`src/rtl/tipi_pkg.sv`:
```
// Shared constants, read-FSM state and read-source encodings for the TIPI bus sequencer.
package tipi_pkg;

    localparam logic [15:0] DSR_LO  = 16'h4000;
    localparam logic [15:0] DSR_HI  = 16'h5FF7;
    localparam logic [15:0] A_RDATA = 16'h5FFB;
    localparam logic [15:0] A_RCTRL = 16'h5FF9;
    localparam logic [15:0] A_TDATA = 16'h5FFF;
    localparam logic [15:0] A_TCTRL = 16'h5FFD;

    localparam int unsigned ROM_WAIT_CLKS = 2;
    localparam int unsigned TI_AW         = 16;
    localparam int unsigned TI_DW         = 8;

    typedef enum logic [2:0] {
        ST_IDLE,
        ST_DECODE,
        ST_ROM_WAIT,
        ST_DRIVE,
        ST_RELEASE
    } rd_state_e;

    typedef enum logic [1:0] {
        SRC_NONE,
        SRC_ROM,
        SRC_RDATA,
        SRC_RCTRL
    } rd_src_e;

    // Map a TI read address onto the source that answers it.
    function automatic rd_src_e decode_src(input logic [15:0] a);
        rd_src_e src;
        src = SRC_NONE;
        if (a == A_RDATA) begin
            src = SRC_RDATA;
        end else if (a == A_RCTRL) begin
            src = SRC_RCTRL;
        end else if ((a >= DSR_LO) && (a <= DSR_HI)) begin
            src = SRC_ROM;
        end
        return src;
    endfunction

endpackage

```
`src/rtl/tipi_rpi_shifter.sv`:
```
// One RPi serial channel: synchronizer, shift-clock edge detect, 8-bit shifter and
// an output latch whose update is deferred while the read FSM is sourcing it.
module tipi_rpi_shifter
    import tipi_pkg::*;
#(
    parameter int unsigned SYNC_STAGES = 2
) (
    input  logic       clk,
    input  logic       rst,
    input  logic       sclk,
    input  logic       sdata,
    input  logic       le,
    input  logic       hold,
    output logic [7:0] latch
);

    localparam int unsigned SW = 3;

    logic [SW-1:0] sync_q [SYNC_STAGES];
    logic          sclk_s;
    logic          sdata_s;
    logic          le_s;
    logic          sclk_d;
    logic          rise;
    logic [7:0]    shift_q;
    logic [7:0]    pend_val;
    logic          pend;

    assign {sclk_s, sdata_s, le_s} = sync_q[SYNC_STAGES-1];
    assign rise = sclk_s & ~sclk_d;

    always_ff @(posedge clk) begin
        if (rst) begin
            for (int i = 0; i < int'(SYNC_STAGES); i++) begin
                sync_q[i] <= '0;
            end
        end else begin
            sync_q[0] <= {sclk, sdata, le};
            for (int i = 1; i < int'(SYNC_STAGES); i++) begin
                sync_q[i] <= sync_q[i-1];
            end
        end
    end

    // A copy request while held parks the shifter value; a later request replaces it.
    always_ff @(posedge clk) begin
        if (rst) begin
            sclk_d   <= 1'b0;
            shift_q  <= 8'h00;
            pend     <= 1'b0;
            pend_val <= 8'h00;
            latch    <= 8'h00;
        end else begin
            sclk_d <= sclk_s;
            if (rise && !le_s) begin
                shift_q <= {shift_q[6:0], sdata_s};
            end
            if (rise && le_s) begin
                if (hold) begin
                    pend     <= 1'b1;
                    pend_val <= shift_q;
                end else begin
                    latch <= shift_q;
                    pend  <= 1'b0;
                end
            end else if (pend && !hold) begin
                latch <= pend_val;
                pend  <= 1'b0;
            end
        end
    end

endmodule

```
`src/rtl/tipi_bus_ctrl.sv`:
```
// TI-bus sequencer: DSR-window read FSM, TI register write capture and RPi latches.
// TI buses use MSB-first numbering; here bit 15 of ti_a is TI A0 and bit 7 of ti_data is D0.
module tipi_bus_ctrl
    import tipi_pkg::*;
#(
    parameter int unsigned ROM_AW      = 13,
    parameter int unsigned SYNC_STAGES = 2
) (
    input  logic              clk,
    input  logic              rst,
    input  logic              crubit,
    input  logic [15:0]       ti_a,
    input  logic [7:0]        ti_data,
    input  logic              ti_memen,
    input  logic              ti_we,
    input  logic              ti_dbin,
    input  logic              rpi_cclk,
    input  logic              rpi_dclk,
    input  logic              rpi_sdata,
    input  logic              rpi_le,
    output logic [ROM_AW-1:0] rom_addr,
    input  logic [7:0]        rom_q,
    output logic [7:0]        bus_d,
    output logic              bus_oe_n,
    output logic [7:0]        td_q,
    output logic [7:0]        tc_q,
    output logic [7:0]        rd_latch,
    output logic [7:0]        rc_latch,
    output logic              td_stb,
    output logic              tc_stb
);

    localparam int unsigned TI_SW = TI_AW + TI_DW + 3;

    logic [TI_SW-1:0] ti_sync [SYNC_STAGES];
    logic [15:0]      a_s;
    logic [7:0]       data_s;
    logic             memen_s;
    logic             we_s;
    logic             dbin_s;
    logic             memen_d;
    logic             we_d;
    logic             wr_start;
    logic             rd_start;
    logic             hold_rd;
    logic             hold_rc;
    rd_state_e        state;
    rd_src_e          src;
    logic [1:0]       wait_cnt;

    assign {a_s, data_s, memen_s, we_s, dbin_s} = ti_sync[SYNC_STAGES-1];

    // Address, data and strobes share one synchronizer so they stay cycle-aligned.
    always_ff @(posedge clk) begin
        if (rst) begin
            for (int i = 0; i < int'(SYNC_STAGES); i++) begin
                ti_sync[i] <= '0;
            end
            memen_d <= 1'b0;
            we_d    <= 1'b0;
        end else begin
            ti_sync[0] <= {ti_a, ti_data, ti_memen, ti_we, ti_dbin};
            for (int i = 1; i < int'(SYNC_STAGES); i++) begin
                ti_sync[i] <= ti_sync[i-1];
            end
            memen_d <= memen_s;
            we_d    <= we_s;
        end
    end

    // A write seen in the same clk as a read start takes priority.
    assign wr_start = we_d & ~we_s & ~memen_s & crubit;
    assign rd_start = memen_d & ~memen_s & dbin_s & crubit & ~wr_start;

    always_ff @(posedge clk) begin
        if (rst) begin
            td_q   <= 8'h00;
            tc_q   <= 8'h00;
            td_stb <= 1'b0;
            tc_stb <= 1'b0;
        end else begin
            td_stb <= 1'b0;
            tc_stb <= 1'b0;
            if (wr_start && (a_s == A_TDATA)) begin
                td_q   <= data_s;
                td_stb <= 1'b1;
            end
            if (wr_start && (a_s == A_TCTRL)) begin
                tc_q   <= data_s;
                tc_stb <= 1'b1;
            end
        end
    end

    // rom_addr is loaded at cycle start so the block RAM has settled by the end of ROM_WAIT.
    always_ff @(posedge clk) begin
        if (rst) begin
            state    <= ST_IDLE;
            src      <= SRC_NONE;
            wait_cnt <= 2'd0;
            rom_addr <= '0;
            bus_d    <= 8'h00;
            bus_oe_n <= 1'b1;
        end else begin
            case (state)
                ST_IDLE: begin
                    if (rd_start) begin
                        state    <= ST_DECODE;
                        src      <= decode_src(a_s);
                        rom_addr <= a_s[ROM_AW-1:0];
                    end
                end
                ST_DECODE: begin
                    if (!crubit) begin
                        state <= ST_RELEASE;
                    end else begin
                        case (src)
                            SRC_ROM: begin
                                state    <= ST_ROM_WAIT;
                                wait_cnt <= 2'(ROM_WAIT_CLKS - 1);
                            end
                            SRC_RDATA: begin
                                state    <= ST_DRIVE;
                                bus_d    <= rd_latch;
                                bus_oe_n <= 1'b0;
                            end
                            SRC_RCTRL: begin
                                state    <= ST_DRIVE;
                                bus_d    <= rc_latch;
                                bus_oe_n <= 1'b0;
                            end
                            default: begin
                                state <= ST_IDLE;
                                src   <= SRC_NONE;
                            end
                        endcase
                    end
                end
                ST_ROM_WAIT: begin
                    if (!crubit) begin
                        state <= ST_RELEASE;
                    end else if (wait_cnt == 2'd0) begin
                        state    <= ST_DRIVE;
                        bus_d    <= rom_q;
                        bus_oe_n <= 1'b0;
                    end else begin
                        wait_cnt <= wait_cnt - 2'd1;
                    end
                end
                ST_DRIVE: begin
                    if (!crubit || memen_s || !dbin_s) begin
                        state    <= ST_RELEASE;
                        bus_oe_n <= 1'b1;
                    end
                end
                ST_RELEASE: begin
                    state    <= ST_IDLE;
                    src      <= SRC_NONE;
                    bus_oe_n <= 1'b1;
                end
                default: begin
                    state    <= ST_IDLE;
                    src      <= SRC_NONE;
                    bus_oe_n <= 1'b1;
                end
            endcase
        end
    end

    assign hold_rd = (state != ST_IDLE) && (src == SRC_RDATA);
    assign hold_rc = (state != ST_IDLE) && (src == SRC_RCTRL);

    tipi_rpi_shifter #(
        .SYNC_STAGES(SYNC_STAGES)
    ) u_data_shifter (
        .clk  (clk),
        .rst  (rst),
        .sclk (rpi_dclk),
        .sdata(rpi_sdata),
        .le   (rpi_le),
        .hold (hold_rd),
        .latch(rd_latch)
    );

    tipi_rpi_shifter #(
        .SYNC_STAGES(SYNC_STAGES)
    ) u_ctrl_shifter (
        .clk  (clk),
        .rst  (rst),
        .sclk (rpi_cclk),
        .sdata(rpi_sdata),
        .le   (rpi_le),
        .hold (hold_rc),
        .latch(rc_latch)
    );

endmodule
```
`config.mk`:
```
export PLATFORM = sky130hd
export DESIGN_NAME = tipi_bus_ctrl
export DESIGN_NICKNAME = d
export VERILOG_FILES = /design/src/rtl/tipi_pkg.sv /design/src/rtl/tipi_rpi_shifter.sv /design/src/rtl/tipi_bus_ctrl.sv
export SDC_FILE = /design/constraint.sdc
export NUM_CORES = 1
export LEC_CHECK = 0
export ABC_AREA = 1
export CORE_ASPECT_RATIO = 0.6
export CORE_MARGIN = 4
export CORE_UTILIZATION = 35
export DETAILED_ROUTE_END_ITERATION = 12
export GPL_ROUTABILITY_DRIVEN = 1
export PLACE_DENSITY = 0.58
export SLEW_MARGIN = 20
export SYNTH_ARGS = -nofsm -noshare
export SYNTH_HDL_FRONTEND = slang
export SYNTH_SLANG_ARGS = --single-unit
```
`constraint.sdc`:
```
create_clock -name clk -period 2.4 [get_ports clk]
set_clock_uncertainty 0.2 [all_clocks]
set_input_delay 0.48 -clock clk [delete_from_list [all_inputs] [get_ports clk]]
set_output_delay 0.48 -clock clk [all_outputs]
set_load 0.02 [all_outputs]
```
### After elaboration in Yosys (flattened, before gate mapping)

Memories as Yosys holds them, arrays and structs flattened.
Cells that the tools add are included.

* reduce and logical (&&, ||, !) cells: 38
* muxes and demuxes: 53
* add/subtract/negate cells: 1
* magnitude comparators: 2
* eq/ne operators: 23
* bitwise gates (word level): 22

Operators with widths (number)
* $mux 8: 9
* $eq 16x15->1 const B: 4
* $mux 27: 2
* $pmux 8 s2: 2
* $mux 3: 9
* $ne 2x2->1 const B: 11
* $mux 2: 9
* $mux 1: 17
* $ge 16x15->1 const B: 1
* $le 16x15->1 const B: 1
* $pmux 3 s4: 1
* $logic_and 1x1->1: 11
* $reduce_and 2->1: 5
* $reduce_and 5->1: 2
* $and 1x1->1: 9
* $pmux 2 s2: 2
* $not 1->1: 7
* $eq 3x2->1 const B: 2
* $logic_not 1->1: 6
* $ne 3x3->1 const B: 2
* $or 1x1->1: 6
* $pmux 2 s3: 1
* $reduce_and 6->1: 1
* $reduce_bool 2->1: 3
* 13 further kinds: 16

* bits in writable memories: 66
* bits in registers: 101
* memories kept: 3
* bits of input ports: 42

Memory list
* ti_sync: words 2, width 27, read ports 2, clocked after Yosys merged registers in 0, wr ports 2, line tipi_bus_ctrl.sv:35 `logic [TI_SW-1:0] ti_sync [SYNC_STAGES];`
* u_ctrl_shifter.sync_q: words 2, width 3, read ports 2, clocked after Yosys merged registers in 0, wr ports 2, line tipi_rpi_shifter.sv:19 `logic [SW-1:0] sync_q [SYNC_STAGES];`
* u_data_shifter.sync_q: words 2, width 3, read ports 2, clocked after Yosys merged registers in 0, wr ports 2, line tipi_rpi_shifter.sv:19

### Depth between registers and ports, before layout

Gate-level depths: netlist (run 1).
An unclocked memory read counts as a cell.

* depth after elaboration: 9
* depth in mapped cells: 11
* gate-level depth less buffers: 11

### By module

From an unflattened synthesis (run 1), not the netlist that was laid out.

* cells, all modules: 870
* area, all modules: 6456.2 um^2

Modules (own cells, without submodules)
* tipi_bus_ctrl: area an instance 3841.2 um^2, cells an instance 508, seq. area each 2062.0 um^2, instances 1
* tipi_rpi_shifter: area an instance 1307.5 um^2, cells an instance 181, seq. area each 640.6 um^2, instances 2

### Worst setup path after synthesis (run 1)

No wires, ideal clock.

* path kind: input -> register
* start point: in rst
* end point: reg td_q[7]
* buffers on the path: 3
* cell stages on the path: 6
* setup slack: 813 ps
* data arrival time: 1317 ps
* cell sequence: clkbuf_1 > inv_1 > buf_2 > clkbuf_1 > o21ai_0 > a21oi_1

RTL lines
* start, declared: line tipi_bus_ctrl.sv:10 `input logic rst,`
* end signal, assigned: line tipi_bus_ctrl.sv:85 `td_q <= data_s;`
* end, declared: line tipi_bus_ctrl.sv:25 `output logic [7:0] td_q,`

### Worst setup path in the final report (run 1)

* start point: reg u_data_shifter.latch[2]
* end point: out rd_latch[2]

RTL lines
* start, declared: line tipi_rpi_shifter.sv:14 `output logic [7:0] latch`
* start signal, assigned: line tipi_rpi_shifter.sv:63 `latch <= shift_q;`
* start signal, assigned: line tipi_rpi_shifter.sv:67 `latch <= pend_val;`
* end, declared: line tipi_bus_ctrl.sv:27 `output logic [7:0] rd_latch,`

No word-level cell between the ends.

==> summary.md, run 1 <==
| Metric | Value |
|---|---|
| Share of cells above drive strength 1 | 0.0724 |
| Largest delay share family, worst path | buffers and inverters |
| Setup Crit Path Kind | reg -> out |
| Die Area | 0.0196 mm² |
| Pleak | 3.10 nW |
| Antenna cells | 0 |
| CP max stage delay | approximately 0.65 ns |
| Total chip power | 6.27 mW |
| Root Buffer | clkbuf_16 |
| DRC Markers | 0 |
| Sum Neg Setup Slack | 0 ns |
| Yosys reg bits | 163 |
| Cell count after placement | 1100 |
| Tightest Pin Transition | 0.546 ns |
| Post-synth EDFFs | 0 |
| Area Growth Syn to Fin | 28.9% |
| Max-cap violations | 0 |
| Core Area | 0.0171 mm² |
| First-pass GRT wire length | 22400 µm |
| Die X | 178 µm |
| # clock sinks | 163 |
| NetSw | 1.64 mW |
| Detailed Routing Iterations Pass 1 | 4 |
| Worst hold path type | reg -> reg |
| Post-route ant nets | 0 |
| Max Freq | ~0.47 GHz |
| Cells along the critical path | clkdlybuf4s50_1 |
| Iter 0 DRT Violations | 414 |
| Routed WL | between 10000 and 15000 µm |
| RSZ-0062 raised after global routing | false |
| Max-slew violation count | 0 |
| CTS buffer count | 17 |
| P_int | 4.63 mW |
| Fillers | 1700 |
| All-Layer GR Usage | 0.145 |
| Main synth FF type | dfxtp_1 |
| Via-to-Cell Ratio | 4.34 |
| Worst slew margin | 0.634 |
| Seq pwr share | 0.461 |
| Via count | 4914 |
| CTS clock-pin slew for the worst setup and hold paths | ~0.07 ns |
| Detailed placer's ending HPWL | 9580 µm |
| Comb power frac | 0.119 |
| Post-synthesis cell count | between 700 and 800 |
| Nets | 928 |
| Worst skew pair latency | 0.41 ns |
| Setup crit end kind | output port |
| HP Start | ti_sync[0][21]$_SDFF_PP0_ |
| Buffer and inverter count on the worst path | 1 |
| Vias in the first global route | between 4000 and 5000 |
| Crit share post-route | 0.890 |
| DIE HEIGHT | 110 µm |
| Asr flop ratio synth | 0 |
| Slowest cell on the critical path | clkdlybuf4s50_1 |
| Register area share after synthesis | 0.537 |
| Maximum root-to-sink buffer count | 2 |
| Final Wtd Congestion | 0.834 |
| Pwr per Cell Area | 799 mW/mm² |
| Routed length per instance | 12.2 µm |
| Worst r2r src | ti_sync[0][47]$_SDFF_PP0_ |
| Clock power frac | 0.419 |
| Setup-failing EPs final | 0 |
| Final hold vios | 0 |
| Yosys warnings | 0 |
| Placed inst area | 0.00726 mm² |
| Row count | 37 |
| Yosys cell types | 30 |
| Pin count of the biggest net entering global routing | 75 |
| CP required | 1.72 ns |
| Syn Nets | 836 |
| Htree depth | 4 |
| Finished layout cell area | 0.00784 mm² |
| Hold buffer count at CTS | 0 |
| CP Data Arrival Time | roughly 1.5 ns |
| PortBufs | 97 |
| Crit Path Max Fanout | 3 |
| Final core occ | 0.459 |
| Status | complete, no violations |
| Nature of the critical path startpoint | flip-flop |
| Mapped cell area | ~0.0061 mm² |
| Ports | 98 |
| Non-Filler Instances | roughly 1100 |
| Crit path time final | 2.14 ns |
| CTS tree | yes |
| Global route overflow | 0 |
| CP startpoint | u_data_shifter.latch[2]$_SDFFE_PP0P_ |
| Max VDD drop | 0.522 mV |
| Post-CTS sizing | 0 |
| Mean Syn Cell Area | 7.67 µm² |
| Number of setup buffers added after CTS | 0 |
| Switching share of power | 0.262 |
| Starting Density | 0.356 |
| Initial antenna violation count | 0 |
## synth_stat cells, types with 2 or more instances
cell type | instances | share of area
nor2_1 | 177 | 0.11
dfxtp_1 | 163 | 0.54
inv_1 | 134 | 0.083
o21ai_0 | 80 | 0.066
nand2_1 | 79 | 0.049
a21oi_1 | 49 | 0.040
clkbuf_1 | 21 | 0.013
nand3_1 | 18 | 0.015
a211oi_1 | 16 | 0.020
a31oi_1 | 8 | 0.0082
buf_6 | 5 | 0.0093
nand3_2 | 5 | 0.0082
buf_2 | 4 | 0.0033
o21ai_1 | 4 | 0.0033
inv_2 | 3 | 0.0019
nand2_2 | 3 | 0.0031
nand4_1 | 3 | 0.0031
nor2_2 | 3 | 0.0031
nor2_4 | 3 | 0.0056
nor3_1 | 3 | 0.0025
buf_1 | 2 | 0.0012
nand3_4 | 2 | 0.0058
## cells in the final DEF, fill, tap and decap left out, types with 3 or more instances in the layout
cell type and n:
dfxtp_1 163, inv_6 4, nor3_1 3, nand4_1 3, o21ai_0 80, clkdlybuf4s50_1 96, nor2_2 3, nand3_1 18
inv_1 133, inv_2 4, a21oi_1 49, nor2_4 3, nor2_1 177, o21ai_1 4, a31oi_1 8, clkinvlp_4 5
nand3_2 5, buf_4 7, a211oi_1 16, nand2_1 79, nand2_2 3, clkbuf_16 17
## routing by layer
layer	part of all wire	vias up	GRT usage
met5	0	-	0
met2	0.34	118	0.184
met1	0.58	2131	0.231
li1	-	2656	-
met4	0.0081	0	0.0465
met3	0.075	9	0.0358
## state kept, by name (all words and copies together), names as in the netlist, 3 cells and up
name and cells:
td_q 8, u_data_shifter.shift_q 8, u_data_shifter.latch 8, bus_d 8, u_data_shifter.pend_val 8, state 3
u_ctrl_shifter.pend_val 8, rom_addr 13, u_ctrl_shifter.shift_q 8, u_ctrl_shifter.sync_q 6, ti_sync 54, u_ctrl_shifter.latch 8
tc_q 8
## metrics by stage
stage	hold WS [ns]	setup slack, ns
after floorplan	0.188	0.813
after global placement	0.191	0.120
after global routing	0.201	0.213
after detailed placement	0.193	0.102
after CTS	0.196	0.261
final	0.198	0.263
## area by class of cell
cell class	instances	area, µm²	area share
clock buffer	19	453	0.0578
clock inverter	13	125	0.0160
inverter	137	514	0.0656
multi-input combinational	460	2130	0.272
sequential	163	3260	0.416
tap	234	293	0.0373
timing repair buffer	106	1060	0.135
## power groups by stage
stage                     logic (mW)  clock network (mW)  registers [mW]
final                          0.747                2.63            2.89
after global routing           0.860                2.82            2.90
after CTS                      0.749                2.70            2.89
after detailed placement       0.744                   0            2.95
after global placement         0.743                   0            2.95
after floorplan                0.440                   0            2.99
## logic make-up (layout without fill, tap and decap cells)
kind of cell / after synthesis / count (layout) / share of synthesized area
AND/OR/NAND/NOR: 299 / 299 / 0.207
buffers and inverters: 170 / 275 / 0.113
flip-flops: 163 / 163 / 0.537
AO/OA/AOI/OAI: 160 / 160 / 0.142
adder cells (fa/ha/maj): 1 / 1 / 0.00206
## final timing paths
check	endpoint	slack (ns)	depth (start not counted)
worst max-delay path	rd_latch[2]	0.26	1
worst min-delay path	ti_sync[0][48]$_SDFF_PP0_	0.20	2
worst max register to register	td_q[3]$_SDFFE_PP0P_	0.47	7
worst min register to register	ti_sync[0][48]$_SDFF_PP0_	0.20	2
(Power assumes the default switching activity.)
==> run 2: changes to the inputs <==
Settings changed: ABC_AREA 1 to default.
==> summary.md, run 2 <==
| Metric | Value |
|---|---|
| Status | complete, no violations |
| Pwr per Cell Area | between 700 and 800 mW/mm² |
| Crit share post-route | 0.914 |
| Area leader, netlist | dfxtp_1 |
| CP startpoint | u_ctrl_shifter.latch[7]$_SDFFE_PP0P_ |
| Antenna cells | 0 |
| Worst reg2reg setup slack | 0.32 ns |
| Final Wtd Congestion | 0.850 |
| Max-cap violations | 0 |
| Tightest Pin Transition | 0.587 ns |
| Yosys warnings | 0 |
| Crit Path Max Fanout | 3 |
| Reg2Reg Depth | 4 |
| CTS tree | yes |
| Setup Crit Path Kind | reg -> out |
| PortBufs | 97 |
| Final hold vios | 0 |
| Buffer and inverter count on the worst path | 1 |
| Most common cell in the netlist | dfxtp_1 |
| DIE HEIGHT | 109 µm |
| Top flop regs | ti_sync x54, rom_addr x13 |
| Htree depth | 4 |
| Biggest register | ti_sync |
| All-Layer GR Usage | 0.147 |
| Slowest cell on the critical path | clkdlybuf4s50_1 |
| Mapped cell area | 0.00597 mm² |
| First-pass GRT wire length | 22300 µm |
| Worst r2r src | state[1]$_SDFFE_PP0P_ |
| Pleak | around 2.9 nW |
| Synth area leaders | dfxtp_1 55%, mux2i_1 12%, nor2b_1 7.5% |
| Main synth FF type | dfxtp_1 |
| Max-slew violation count | 0 |
| Maximum root-to-sink buffer count | 2 |
| Post-synth EDFFs | 0 |
| Most frequent cells in the layout | 163 x dfxtp_1, 96 x clkdlybuf4s50_1, 72 x nor2b_1, 72 x nor2_1, 69 x mux2i_1 |
| Syn Nets | 622 |
| Worst r2r dst | u_data_shifter.latch[3]$_SDFFE_PP0P_ |
| Global route overflow | 0 |
| Number of flip-flops in the largest register | 54 |
| Post-route ant nets | 0 |
| Row count | 36 |
| Yosys reg bits | 163 |
| Number of setup buffers added after CTS | 0 |
| Setup crit end kind | output port |
| Post-synthesis cell count | 579 |
| Worst slew margin | 0.608 |
| Crit path time final | 2.19 ns |
| Mean Syn Cell Area | just over 10 µm² |
| Nets | around 720 |
| Share of cells above drive strength 1 | 0.0932 |
| Area Growth Syn to Fin | 30.6% |
| Vias in the first global route | ~4300 |
| Pin count of the biggest net entering global routing | 119 |
| Detailed placer's ending HPWL | 9910 µm |
| Worst skew pair latency | 0.41 ns |
| Post-synth top area share | 0.546 |
| Nature of the critical path startpoint | flip-flop |
| Register area share after synthesis | 0.546 |
| Core Area | between 0.015 and 0.02 mm² |
| Routed WL | 14000 µm |
| Via-to-Cell Ratio | 4.78 |
| Routed length per instance | 15.3 µm |
| Die Area | just under 0.02 mm² |
| Placed inst area | 0.00721 mm² |
| Post-CTS sizing | 0 |
| Hold Path Stages | 3 |
| Max Freq | 0.456 GHz |
| Post-synth top cells | 163 x dfxtp_1, 72 x nor2_1, 72 x nor2b_1 |
| Setup slack after layout | around 0.21 ns |
| # clock sinks | 163 |
| Worst hold path type | in -> reg |
| CP Data Arrival Time | 1.51 ns |
| Ports | 98 |
| CTS buffer count | 17 |
| Largest delay share family, worst path | buffers and inverters |
| Yosys cell types | 47 |
| Max VDD drop | ~0.52 mV |
| Die X | 177 µm |
| Total chip power | 5.68 mW |
| Starting Density | 0.362 |
| Via count | 4375 |
| Setup-failing EPs final | 0 |
| Hold endpoint | bus_oe_n$_SDFFE_PP1P_ |
| Hold buffer count at CTS | 0 |
| Asr flop ratio synth | 0 |
| Most common cell after layout, fill and taps aside | dfxtp_1 |
| DRC Markers | 0 |
| RSZ-0062 raised after global routing | false |
| CP required | ~1.7 ns |
| Cells along the critical path | clkdlybuf4s50_1 |
| Detailed Routing Iterations Pass 1 | 4 |
| Pre-CTS setup slack | -0.00268 ns |
| CTS clock-pin slew for the worst setup and hold paths | 0.07 ns |
| Initial antenna violation count | 0 |
| Finished layout cell area | 0.00780 mm² |
| Root Buffer | clkbuf_16 |
| HP Start | rst |
| Iter 0 DRT Violations | approximately 330 |
| CP max stage delay | 0.65 ns |
-- run 2: worst max path at each step --
stage	end	slack (ns)	cells after the start
after global placement	tc_q[3]$_SDFFE_PP0P_	0.07	6
final	rc_latch[7]	0.21	1
after CTS	rc_latch[7]	0.19	1
after global routing	rc_latch[4]	0.15	1
after detailed placement	td_q[2]$_SDFFE_PP0P_	-0.003	6
after floorplan	src[1]$_SDFFE_PP0P_	0.45	5
-- run 2: routing by layer --
metal / wire, µm / share of wire / up-vias / GRT usage
li1: - / - / 2198 / -
met1: 7520 / 0.54 / 2073 / 0.216
met2: 5640 / 0.40 / 90 / 0.204
met3: 654 / 0.047 / 14 / 0.0416
met4: 157 / 0.011 / 0 / 0.0546
met5: 0 / 0 / - / 0
-- run 2: final cells by class --
class,instances,area [µm²]
multi-input cells,367,2500
flip-flops and latches,163,3260
well taps,228,285
clock buffers,19,443
fillers,1533,8680
repair buffers,115,1130
clock inverters,13,149
inverters,10,37.5
-- run 2: per-stage QoR --
step / utilization / hold WS [ns] / cells / setup TNS (ns)
2_1_floorplan: - / 0.214 / 579 / 0
5_1_grt: 0.473 / 0.163 / 915 / 0
6_report: 0.473 / 0.188 / 915 / 0
3_3_place_gp: 0.438 / 0.219 / 883 / 0
4_1_cts: 0.473 / 0.165 / 915 / 0
3_5_place_dp: 0.438 / 0.220 / 883 / -0.00268
-- run 2: logic make-up (layout without fill, tap and decap cells) --
kind of cell	Yosys count	after routing	synth area share
compound gates	91	91	0.103
simple gates	206	206	0.197
fa+ha+maj	1	1	0.00209
flops	163	163	0.546
mux	69	69	0.116
buf+inv	49	157	0.0366
-- run 2: power breakdown --
group	switching [mW]	internal [mW]
combinational	0.0923	0.116
clock	1.11	1.58
sequential	0.0258	2.76
total	1.22	4.45
